**config.mk**
```make
export PLATFORM = sky130hd
export DESIGN_NAME = niu_sii_req_arb
export DESIGN_NICKNAME = d
export VERILOG_FILES = /design/src/rtl/niu_sii_req_arb.sv
export SDC_FILE = /design/constraint.sdc
export NUM_CORES = 1
export LEC_CHECK = 0
export CAP_MARGIN = 25
export CORE_AREA = 4 4 274 276
export CTS_CLUSTER_SIZE = 20
export DETAILED_ROUTE_END_ITERATION = 12
export DIE_AREA = 0 0 278 280
export HOLD_SLACK_MARGIN = 0.05
export PLACE_DENSITY_LB_ADDON = 0.08
export SLEW_MARGIN = 20
export SYNTH_ARGS = -nofsm -noshare
export SYNTH_HDL_FRONTEND = slang
export SYNTH_SLANG_ARGS = --single-unit
```
**constraint.sdc**
```tcl
create_clock -name iol2clk -period 4.15 [get_ports iol2clk]
set_input_delay 0.6225 -clock iol2clk [delete_from_list [all_inputs] [get_ports iol2clk]]
set_output_delay 0.6225 -clock iol2clk [all_outputs]
set_load 0.005 [all_outputs]
```
**src/rtl/niu_sii_req_arb.sv**
```systemverilog
// rtl/niu_sii_req_arb.sv - two-client round-robin DMA request arbiter toward the SII ordered/bypass queues
module niu_sii_req_arb #(
    parameter int OQ_DEPTH = 16,
    parameter int BQ_DEPTH = 16
) (
    input  logic         iol2clk,
    input  logic         rst_l,
    input  logic         c0_req,
    input  logic         c0_wr,
    input  logic         c0_byp,
    input  logic [127:0] c0_hdr,
    input  logic [127:0] c0_data,
    input  logic [15:0]  c0_be,
    input  logic         c1_req,
    input  logic         c1_wr,
    input  logic         c1_byp,
    input  logic [127:0] c1_hdr,
    input  logic [127:0] c1_data,
    input  logic [15:0]  c1_be,
    input  logic         sii_niu_oqdq,
    input  logic         sii_niu_bqdq,
    output logic         c0_gnt,
    output logic         c0_dack,
    output logic         c1_gnt,
    output logic         c1_dack,
    output logic         niu_sii_hdr_vld,
    output logic         niu_sii_reqbypass,
    output logic         niu_sii_datareq,
    output logic         niu_sii_datareq16,
    output logic [127:0] niu_sii_data,
    output logic [7:0]   niu_sii_parity,
    output logic [15:0]  niu_sii_be,
    output logic         cred_err
);

    localparam int OQW = $clog2(OQ_DEPTH + 1);
    localparam int BQW = $clog2(BQ_DEPTH + 1);

    typedef enum logic [1:0] {IDLE = 2'd0, HDR = 2'd1, PAY = 2'd2} state_t;

    state_t         state, state_nxt;
    logic [1:0]     beat, beat_nxt;
    logic           cur, cur_nxt;
    logic           cur_wr, cur_wr_nxt;
    logic           fav, fav_nxt;
    logic [OQW-1:0] oq_cred, oq_cred_nxt;
    logic [BQW-1:0] bq_cred, bq_cred_nxt;
    logic           cred_err_nxt;
    logic           elig0, elig1, arb_ok, grant, sel, sel_byp, oq_dec, bq_dec;
    logic           c0_gnt_nxt, c1_gnt_nxt, c0_dack_nxt, c1_dack_nxt;
    logic           hdr_vld_nxt, reqbypass_nxt, datareq_nxt;
    logic [127:0]   data_nxt;
    logic [15:0]    be_nxt;

    assign niu_sii_datareq16 = 1'b0;

    always_comb begin
        niu_sii_parity = '0;
        for (int i = 0; i < 8; i++) begin
            niu_sii_parity[i] = ^niu_sii_data[16*i +: 16];
        end
    end

    always_comb begin
        elig0   = c0_req && (c0_byp ? (bq_cred != '0) : (oq_cred != '0));
        elig1   = c1_req && (c1_byp ? (bq_cred != '0) : (oq_cred != '0));
        // a new header may follow a read header or the last payload beat directly
        arb_ok  = (state == IDLE) || (state == HDR && !cur_wr) || (state == PAY && beat == 2'd3);
        grant   = arb_ok && (elig0 || elig1);
        sel     = (elig0 && elig1) ? fav : elig1;
        sel_byp = sel ? c1_byp : c0_byp;

        state_nxt     = IDLE;
        beat_nxt      = 2'd0;
        cur_nxt       = cur;
        cur_wr_nxt    = cur_wr;
        fav_nxt       = fav;
        c0_gnt_nxt    = 1'b0;
        c1_gnt_nxt    = 1'b0;
        c0_dack_nxt   = 1'b0;
        c1_dack_nxt   = 1'b0;
        hdr_vld_nxt   = 1'b0;
        reqbypass_nxt = 1'b0;
        datareq_nxt   = 1'b0;
        data_nxt      = '0;
        be_nxt        = '0;

        if (grant) begin
            state_nxt     = HDR;
            cur_nxt       = sel;
            cur_wr_nxt    = sel ? c1_wr : c0_wr;
            fav_nxt       = !sel;
            c0_gnt_nxt    = !sel;
            c1_gnt_nxt    = sel;
            hdr_vld_nxt   = 1'b1;
            reqbypass_nxt = sel_byp;
            datareq_nxt   = sel ? c1_wr : c0_wr;
            data_nxt      = sel ? c1_hdr : c0_hdr;
        end else if ((state == HDR && cur_wr) || (state == PAY && beat != 2'd3)) begin
            state_nxt   = PAY;
            beat_nxt    = (state == HDR) ? 2'd0 : beat + 2'd1;
            c0_dack_nxt = !cur;
            c1_dack_nxt = cur;
            data_nxt    = cur ? c1_data : c0_data;
            be_nxt      = cur ? c1_be : c0_be;
        end
    end

    always_comb begin
        oq_dec       = grant && !sel_byp;
        bq_dec       = grant && sel_byp;
        oq_cred_nxt  = oq_cred;
        bq_cred_nxt  = bq_cred;
        cred_err_nxt = cred_err;
        if (oq_dec && !sii_niu_oqdq) begin
            oq_cred_nxt = oq_cred - OQW'(1);
        end else if (!oq_dec && sii_niu_oqdq) begin
            if (oq_cred == OQW'(OQ_DEPTH)) cred_err_nxt = 1'b1;
            else                          oq_cred_nxt  = oq_cred + OQW'(1);
        end
        if (bq_dec && !sii_niu_bqdq) begin
            bq_cred_nxt = bq_cred - BQW'(1);
        end else if (!bq_dec && sii_niu_bqdq) begin
            if (bq_cred == BQW'(BQ_DEPTH)) cred_err_nxt = 1'b1;
            else                          bq_cred_nxt  = bq_cred + BQW'(1);
        end
    end

    always_ff @(posedge iol2clk or negedge rst_l) begin
        if (!rst_l) begin
            state             <= IDLE;
            beat              <= 2'd0;
            cur               <= 1'b0;
            cur_wr            <= 1'b0;
            fav               <= 1'b0;
            oq_cred           <= OQW'(OQ_DEPTH);
            bq_cred           <= BQW'(BQ_DEPTH);
            cred_err          <= 1'b0;
            c0_gnt            <= 1'b0;
            c1_gnt            <= 1'b0;
            c0_dack           <= 1'b0;
            c1_dack           <= 1'b0;
            niu_sii_hdr_vld   <= 1'b0;
            niu_sii_reqbypass <= 1'b0;
            niu_sii_datareq   <= 1'b0;
            niu_sii_data      <= '0;
            niu_sii_be        <= '0;
        end else begin
            state             <= state_nxt;
            beat              <= beat_nxt;
            cur               <= cur_nxt;
            cur_wr            <= cur_wr_nxt;
            fav               <= fav_nxt;
            oq_cred           <= oq_cred_nxt;
            bq_cred           <= bq_cred_nxt;
            cred_err          <= cred_err_nxt;
            c0_gnt            <= c0_gnt_nxt;
            c1_gnt            <= c1_gnt_nxt;
            c0_dack           <= c0_dack_nxt;
            c1_dack           <= c1_dack_nxt;
            niu_sii_hdr_vld   <= hdr_vld_nxt;
            niu_sii_reqbypass <= reqbypass_nxt;
            niu_sii_datareq   <= datareq_nxt;
            niu_sii_data      <= data_nxt;
            niu_sii_be        <= be_nxt;
        end
    end

endmodule
```
==> metrics.txt <==
mean post-synth cell area 11.0 µm²; clock tree buffer depth 2; FF+latch count, synth 168; Tcrit/Tclk final 0.850; final-stage net count 2,143; Synth Net Count 1,457; worst slack, placed 0.259 ns; Crit Path Category reg -> reg; Final Hold Fails 0; post-DP HPWL 47,400 µm; Post-Route WL 58,500 µm; synth warn 0; Root Driver clkbuf_16; num ports 715; commonest non-fill, non-tap cell in the layout clkdlybuf4s50_1; overall power 14,000 µW; # Post-CTS Setup Buffers 0; final worst path period need 3.53 ns; Fin Hold WS 0.0891 ns; grt met2 use 0.264; sequential fraction of the synthesis area 0.430; Synth area leader dfrtp_1; Overflow after GRT 0; Slew headroom 0.328; CP max FO 11; area share of the largest cell type after synthesis 0.424; met3 track demand over resource 0.0463; First DRT Iteration DRCs 299; clock latency on the worst-skew pair 0.47 ns; synth top area cells dfrtp_1 42%, mux2i_1 15%, a221o_1 13%; leakage power 0.00730 µW; crit start category flip-flop; Routed Antenna Nets 0; RSZ-0062 raised after global routing false; final setup vio count 0; Setup Skew 0.0164 ns; Fin Setup TNS 0 ns; # H-tree levels 4; initial antenna violation count 14; power per cell area 753 mW/mm²; register area 0.00421 mm²; footprint of the multi-input gates 0.00516 mm²; # fillers 7,730; CORE AREA 0.0726 mm²; Peak supply drop 776 µV; Placer Congestion 0.801; Core Rows 99; mapped cell area 0.00979 mm²; final core occ 0.256; DRC errors left 0; CTS Buf Count 17; Initial Utilization 0.135; wire length per cell 22.8 µm; max cap viols 0; Worst EP required 4.55 ns; type of the most critical hold path in -> async; global-route wire length before repair 80,100 µm; Die Y 280 µm; gr usage total 0.143; Fmax 284 MHz; Vias/cell 3.83; commonest cells after routing, fill and taps aside 712 x clkdlybuf4s50_1, 165 x dfrtp_1, 147 x nor2_1; crit end category flip-flop; outcome finished, final reports clean; number of enable flip-flop cells after synthesis 0; CTS tree yes; number of distinct library cells after synthesis 55; vias in the first global route 10,800; cts hold-fix bufs 0; Synth-to-Final Area Change 89.7%; post-CTS sizing 0; worst slew pin tran 1.01 ns; async set-reset flop share out of synthesis 1.00; fin. max-slew vios 0; TritonRoute pass-1 iters 4; clk sinks 168; layout cells sized above 1 0.0427; Via Count 9,804; Die X 278 µm; Clock transition at path regs 0.08 ns; grt met1 use 0.155; port buffer count 713; busiest grt layer met2; Die Area 0.0778 mm²; Arrival @ worst endpoint 3.93 ns; Final Worst Setup Slack 0.623 ns; top_reg_cell synth dfrtp_1; largest net degree at the start of global routing 76; Synth Instances 893
-- flip-flops by register name, summed over array words and instances (netlist names), 2 cells and up --
register and cells:
oq_cred 5, niu_sii_be 16, state 2, bq_cred 5
niu_sii_data 128, beat 2
-- worst paths after layout --
| check | startpoint | to | slack, ns | depth (start not counted) |
|---|---|---|---|---|
| setup / recovery | oq_cred[1] | oq_cred[4] | 0.62 | 11 |
| hold / removal | rst_l | niu_sii_data[70] | 0.09 | 1 |
| setup reg to reg | oq_cred[1] | oq_cred[4] | 0.62 | 11 |
| hold reg to reg | beat[0] | beat[0] | 0.46 | 1 |
| max in group asynchronous | rst_l | niu_sii_data[76] | 3.06 | 2 |
| min in group iol2clk | beat[0] | beat[0] | 0.46 | 1 |
-- Yosys cell counts, drive strengths merged (4+ instances only) --
master    n
nand2    13
xor2     15
dfrtp   166
xnor2   117
a21oi     4
nor2    147
mux2i   144
ha       10
a221o   129
buf      40
inv      14
and2      4
clkbuf   29
o21ai     6
-- where the power goes --
part / internal (µW) / switching, µW
Sequential: 2380 / 716
Combinational: 5120 / 4190
Clock: 805 / 780
-- per-layer routing --
layer  up-vias  wire length [µm]  part of all wire
met2       356             31700              0.54
li1       4655                 -                 -
met4         4              1280             0.022
met3        49              3710             0.063
met5         -                27           0.00046
met1      4740             21800              0.37
-- cells by family (layout without fill, tap and decap cells) --
| kind of cell | count (synthesis) | in the layout | share of synthesized area |
|---|---|---|---|
| AND/OR/NAND/NOR | 189 | 189 | 0.0851 |
| buffers and inverters | 83 | 782 | 0.0459 |
| other | 1 | 13 | 0.000383 |
| XOR/XNOR | 132 | 132 | 0.118 |
| adder cells (fa/ha/maj) | 10 | 10 | 0.0128 |
| AO/OA/AOI/OAI | 166 | 166 | 0.161 |
| flip-flops | 168 | 168 | 0.430 |
| multiplexers | 144 | 144 | 0.147 |
-- final cells by class --
type                       instances  share of cell area
clock buffer                      21              0.0248
antenna                           12             0.00162
multi-input combinational        642               0.278
timing repair buffer             736               0.397
inverter                          14             0.00283
tap                              959              0.0646
sequential                       168               0.227
clock inverter                    11             0.00485
-- through the flow --
stage | instance area, µm² | instances
finish | 18600 | 2563
global route | 18600 | 2562
CTS | 18500 | 2551
detailed placement | 18000 | 2519
global placement | 18000 | 2519
floorplan | 9790 | 893
-- critical path, stage by stage (launching register included) --
cell	delay, ns
dfrtp_1	0.50
or4_4	0.59
o221ai_2	0.32
o211a_4	0.29
a22o_1	0.17
ha_1	0.40
xor2_1	0.19
ha_1	0.20
nor3_1	0.06
o41ai_1	0.45
a21oi_1	0.14
a2bb2oi_1	0.14
(Power assumes the default switching activity.)
